--- src/rtl/day3_adder_pkg.sv ---
// Shared constants and types for the pipelined wide-word adder.
package day3_adder_pkg;

  localparam int ADD_WIDTH = 100;
  localparam int ADD_SEG   = 25;
  localparam int ADD_NSEG  = ADD_WIDTH / ADD_SEG;

  typedef logic [ADD_WIDTH-1:0] add_word_t;

endpackage

--- src/rtl/adder_segment.sv ---
// Purely combinational SEG-bit adder slice; one of these sits in every
// pipeline stage of the wide adder.
module adder_segment #(
  parameter int SEG = 25
) (
  input  logic [SEG-1:0] a,
  input  logic [SEG-1:0] b,
  input  logic           ci,
  output logic [SEG-1:0] s,
  output logic           co
);

  // Widen every operand by one bit so the carry-out falls out of the add.
  assign {co, s} = {1'b0, a} + {1'b0, b} + {{SEG{1'b0}}, ci};

endmodule

--- src/rtl/day3_100bit_adder.sv ---
// Pipelined WIDTH-bit adder. The carry chain is cut into NSEG segments of
// SEG bits; each segment adds in its own stage and hands its carry to the
// next stage through a register. The already-finished low partial sums and
// the not-yet-consumed high operand bits ride along with the data, so one
// operand set enters and one result leaves on every clock.
module day3_100bit_adder
  import day3_adder_pkg::*;
#(
  parameter int WIDTH = ADD_WIDTH,
  parameter int SEG   = ADD_SEG,
  parameter int NSEG  = WIDTH / SEG
) (
  input  logic             clk,
  input  logic             rst_n,
  input  logic [WIDTH-1:0] A,
  input  logic [WIDTH-1:0] B,
  input  logic             Cin,
  input  logic             in_valid,
  output logic [WIDTH-1:0] Sum,
  output logic             Cout,
  output logic             out_valid
);

  // The segmented structure only makes sense when segments tile the word
  // exactly and there is more than one of them.
  if (((WIDTH % SEG) != 0) || (NSEG != WIDTH / SEG) || (NSEG < 2)) begin : g_param_check
    $error("day3_100bit_adder: WIDTH must be a multiple of SEG with at least two segments");
  end

  logic [NSEG-1:0] vld_q;

  for (genvar k = 0; k < NSEG; k++) begin : stg
    // Operand bits still waiting to be added when they reach this stage.
    localparam int INW = WIDTH - k * SEG;
    // Number of result bits known once this stage has added.
    localparam int SW  = (k + 1) * SEG;

    logic [INW-1:0] a_in;
    logic [INW-1:0] b_in;
    logic           ci_seg;
    logic [SEG-1:0] s_seg;
    logic           co_seg;
    logic [SW-1:0]  sum_d;
    logic [SW-1:0]  sum_q;
    logic           c_q;

    if (k == 0) begin : g_in
      assign a_in   = A;
      assign b_in   = B;
      assign ci_seg = Cin;
      assign sum_d  = s_seg;
    end else begin : g_in
      assign a_in   = stg[k-1].g_ops.a_q;
      assign b_in   = stg[k-1].g_ops.b_q;
      assign ci_seg = stg[k-1].c_q;
      assign sum_d  = {s_seg, stg[k-1].sum_q};
    end

    adder_segment #(
      .SEG (SEG)
    ) u_seg (
      .a  (a_in[SEG-1:0]),
      .b  (b_in[SEG-1:0]),
      .ci (ci_seg),
      .s  (s_seg),
      .co (co_seg)
    );

    // Capture this segment's sum on top of the lower partial sums, plus its carry.
    always_ff @(posedge clk or negedge rst_n) begin
      if (!rst_n) begin
        sum_q <= '0;
        c_q   <= 1'b0;
      end else begin
        sum_q <= sum_d;
        c_q   <= co_seg;
      end
    end

    if (k < NSEG - 1) begin : g_ops
      logic [INW-SEG-1:0] a_q;
      logic [INW-SEG-1:0] b_q;

      // Delay the unused upper operand bits so they meet their carry next stage.
      always_ff @(posedge clk or negedge rst_n) begin
        if (!rst_n) begin
          a_q <= '0;
          b_q <= '0;
        end else begin
          a_q <= a_in[INW-1:SEG];
          b_q <= b_in[INW-1:SEG];
        end
      end
    end
  end

  // Shift in_valid alongside the data so it emerges with its own result.
  always_ff @(posedge clk or negedge rst_n) begin
    if (!rst_n) begin
      vld_q <= '0;
    end else begin
      vld_q <= {vld_q[NSEG-2:0], in_valid};
    end
  end

  assign Sum       = stg[NSEG-1].sum_q;
  assign Cout      = stg[NSEG-1].c_q;
  assign out_valid = vld_q[NSEG-1];

endmodule

--- config.mk ---
export PLATFORM = sky130hd
export DESIGN_NAME = day3_100bit_adder
export DESIGN_NICKNAME = d
export VERILOG_FILES = /design/src/rtl/day3_adder_pkg.sv /design/src/rtl/adder_segment.sv /design/src/rtl/day3_100bit_adder.sv
export SDC_FILE = /design/constraint.sdc
export NUM_CORES = 1
export LEC_CHECK = 0
export CORE_MARGIN = 5
export CORE_UTILIZATION = 46
export DETAILED_ROUTE_END_ITERATION = 8
export MAX_ROUTING_LAYER = met4
export PLACE_DENSITY = 0.73
export SYNTH_ARGS = -nofsm -noshare
export SYNTH_HDL_FRONTEND = slang
export SYNTH_SLANG_ARGS = --single-unit
--- constraint.sdc ---
create_clock -name clk -period 2.6 [get_ports clk]
set_clock_uncertainty 0.05 [all_clocks]
set_input_delay 0.52 -clock clk [delete_from_list [all_inputs] [get_ports clk]]
set_output_delay 0.52 -clock clk [all_outputs]
set_load 0.005 [all_outputs]
==> summary.md <==
| Metric | Value |
|---|---|
| H-tree levels | 2 |
| PwrDens | 839 nW/um2 |
| Synth cell count leaders | 558 x dfrtp_1, 96 x ha_1, 90 x a21oi_1 |
| Clock power frac | 0.397 |
| Post-synthesis sequential area ratio | 0.737 |
| Fin. max-slew vios | 0 |
| Synth unique cells | 59 |
| Drt drc | 0 |
| Delay-heaviest family, CP | compound AO/OA/AOI/OAI gates |
| Synthesized area | 18900 um2 |
| Fin. Hold Viols | 0 |
| Avg WL per Cell | 17.1 um |
| Worst R2R Setup Slack | -0.11 ns |
| All-Layer GR Usage | 0.179 |
| Initial DRC count | 728 |
| Min cycle time layout | 2.71 ns |
| Count of final setup violators | 6 |
| Die width | 213 um |
| Die ar. | 45300 um2 |
| Hold Crit Class | flip-flop to flip-flop |
| Initial antenna violation count | 4 |
| Seq pwr share | 0.466 |
| Synthesized Nets | 1550 |
| CTS tree | done |
| CP Data Required Time | 3.01 ns |
| Area grow syn2layout | 36.2% |
| NetSw | 4.93 mW |
| Critical Path Start Type | flip-flop |
| Layout cells sized above 1 | 0.153 |
| Design Area, Final | 25800 um2 |
| Buf+Inv Stages, Crit Path | 1 |
| Clock latency on the worst-skew pair | 0.59 ns |
| Mux contribution to synthesized area | 0.000528 |
| CP peak stage delay | 0.40 ns |
| Root buffer cell | clkbuf_16 |
| Synth top area share | 0.737 |
| Int Power | 16.7 mW |
| DRT Pass-1 Iters | 5 |
| Worst slew pin tran | 0.870 ns |
| Status | complete, but fails checks |
| DIE HEIGHT | 213 um |
| Worst path slowest cell | fa_2 |
| Cell Area, Placed | 23400 um2 |
| Area of the core | 40800 um2 |
| Post-Synth XOR/XNOR Area | 0.0393 |
| Synth Register Bits | 558 |
| Maximum root-to-sink buffer count | 3 |
| LEAKAGE | 11.6 nW |
| Rel. slew slack | 0.405 |
| Hpwl dp | 27.9 mm |
| Simple-Gate Fraction of Synth Area | 0.0449 |
| Synth area leaders | dfrtp_1 74%, ha_1 6.3%, xnor2_1 2.9% |
| Fin worst setup slack | -0.114 ns |
| Combinational group share of total power | 0.138 |
| Final #Nets | 1993 |
| Mapped Cells | 1242 |
| DP Worst Slack | -0.732 ns |
| Fillers | 2904 |
| # rows | 74 |
| RSZ-0062 raised after global routing | true |
| CP Class | flip-flop to flip-flop |
| Max FO, Critical Path | 2 |
| Worst Path Arrival | 3.12 ns |
| CP Capture Type | flip-flop |
| Dominant cell by count in the synthesized netlist | dfrtp_1 |
| Mean Syn Cell Area | 15.3 um2 |
| Largest family of logic cells by synthesized area | compound AO/OA/AOI/OAI gates |
| First-pass GRT wire length | 62.0 mm |
| Clock sink count | 558 |
| Achievable Freq | 0.368 GHz |
| Adder and majority gate portion of the synthesized area | 0.0718 |
| Pin count of the biggest net entering global routing | 78 |
| Final ANT Viol Nets | 0 |
| Max-cap violations | 0 |
| Peak VDD IR | 0.000613 V |
| Grt ovf | 0 |
| I/O Buffers | 305 |
| Starting density of the core | 0.464 |
| Synth area leader | dfrtp_1 |
| Synth warn | 0 |
| Fin crit share | 1.04 |
| Clk slew on worst S/H paths | 0.06 ns |
| FFs w/ async S/R, synth | 1.00 |
| Number of synthesized flops with an enable pin | 0 |
| Failing checks | negative setup slack |
| Switching Fraction | 0.228 |
| Via Count | 11000 |
| Compound-Gate Fraction of Synth Area | 0.0961 |
| Dominant synthesized flop cell | dfrtp_1 |
| Worst path cell trace | inv_2 -> fa_2 -> fa_2 -> nor2b_2 -> o211ai_1 -> a22oi_2 -> a21oi_2 -> o21ai_2 -> o21ai_2 -> nor4bb_1 -> or3_1 |
| Vias per cell | 4.85 |
| Io pins | 306 |
| Routability congestion estimate | 0.914 |
| Vias in the first global route | 11900 |
| CTS Buf Count | 55 |
| Total wire length | 38.7 mm |
==> cell type report <==
type | instances | area [um2] | area share
diodes | 5 | 12.5 | 0.000485
repair buffers | 399 | 3880 | 0.151
well taps | 532 | 666 | 0.0258
clock buffers | 68 | 1500 | 0.0579
clock inverters | 36 | 533 | 0.0207
multi-input cells | 632 | 5100 | 0.198
flip-flops and latches | 558 | 14000 | 0.541
inverters | 39 | 154 | 0.00596
==> through the flow <==
step	power [mW]	hold slack, ns	util	setup TNS [ns]	instances
after floorplan	11.3	0.174	-	-0.0922	1242
after global placement	13.0	0.281	0.572	-8.59	2149
after detailed placement	13.1	0.285	0.572	-9.54	2149
after CTS	21.9	0.270	0.626	-0.477	2259
after global routing	22.7	0.280	0.632	-1.49	2268
final	21.7	0.292	0.632	-0.303	2269
==> power by group through the flow <==
stage               sequential [mW]  combinational, mW  clock (mW)
floorplan                      10.2               1.10           0
global placement               10.2               2.80           0
detailed placement             10.2               2.86           0
CTS                            10.1               2.92        8.83
global route                   10.2               3.25        9.21
finish                         10.1               2.98        8.59
==> worst register-to-register path: stages, from the launching register on <==
cell and delay (ns):
dfrtp_1 0.35, inv_2 0.05, fa_2 0.40, fa_2 0.36, nor2b_2 0.14, o211ai_1 0.14
a22oi_2 0.27, a21oi_2 0.12, o21ai_2 0.19, o21ai_2 0.08, nor4bb_1 0.13, or3_1 0.30
==> sequential cells by signal, indices dropped and copies added (netlist names) <==
register	count
Cout	1
stg.g_ops.b_q	150
Sum	100
vld_q	4
stg.g_ops.a_q	150
stg.sum_q	150
stg.c_q	3
==> path summary, 6_finish.rpt <==
check	endpoint	start	cells past startpoint
max reg2reg	stg[1].sum_q[49]$_DFF_PN0_	stg[0].c_q$_DFF_PN0_	11
min reg2reg	stg[1].g_ops.a_q[20]$_DFF_PN0_	stg[0].g_ops.a_q[45]$_DFF_PN0_	0
max	stg[1].sum_q[49]$_DFF_PN0_	stg[0].c_q$_DFF_PN0_	11
min in group asynchronous	Sum[70]$_DFF_PN0_	rst_n	2
max in group asynchronous	stg[2].sum_q[1]$_DFF_PN0_	rst_n	3
min	stg[1].g_ops.a_q[20]$_DFF_PN0_	stg[0].g_ops.a_q[45]$_DFF_PN0_	0
==> layout by cell type, fill, tap and decap left out, drive strengths merged, types with 5 or more instances in the layout <==
master	synthesis	routed
inv	39	44
nand2b	7	7
a211oi	9	9
clkdlybuf4s50	0	301
clkinvlp	0	6
nor3	5	5
nor2b	16	16
a31oi	12	12
fa	8	8
and3	15	15
nor2	40	40
xnor2	62	62
o21a	23	23
xor2	23	23
bufinv	0	12
diode	0	5
nand2	42	42
nand3	14	14
buf	1	94
dfrtp	558	558
o21bai	7	7
ha	96	96
clkinv	0	13
a21oi	90	90
a21o	49	49
nand4	15	15
or3	5	5
clkbuf	12	69
o21ai	42	42
==> metal layers <==
layer | track usage | wire length (um)
met5 | - | 0
met4 | 0.0539 | 829
met3 | 0.0592 | 3180
met2 | 0.302 | 20200
met1 | 0.204 | 14500
==> kinds of logic (layout without fill, tap and decap cells) <==
group | count (synthesis) | after routing
DFF | 558 | 558
AOI/OAI and AO/OA | 273 | 273
and+or+nand+nor | 169 | 169
adders and majority gates | 104 | 104
xor gates and xnor gates | 85 | 85
buffers and inverters | 52 | 542
muxes | 1 | 1
other | 0 | 5
==> what timing repair did <==
action,CTS,global route
buffers inserted,5,6
pin swaps,22,44
hold buffers,1,0
endpoints found under the hold margin,53,0
setup endpoints to repair,26,31
cloned,0,0
gates resized for setup,29,49
Power figures use the tool's default switching activity.
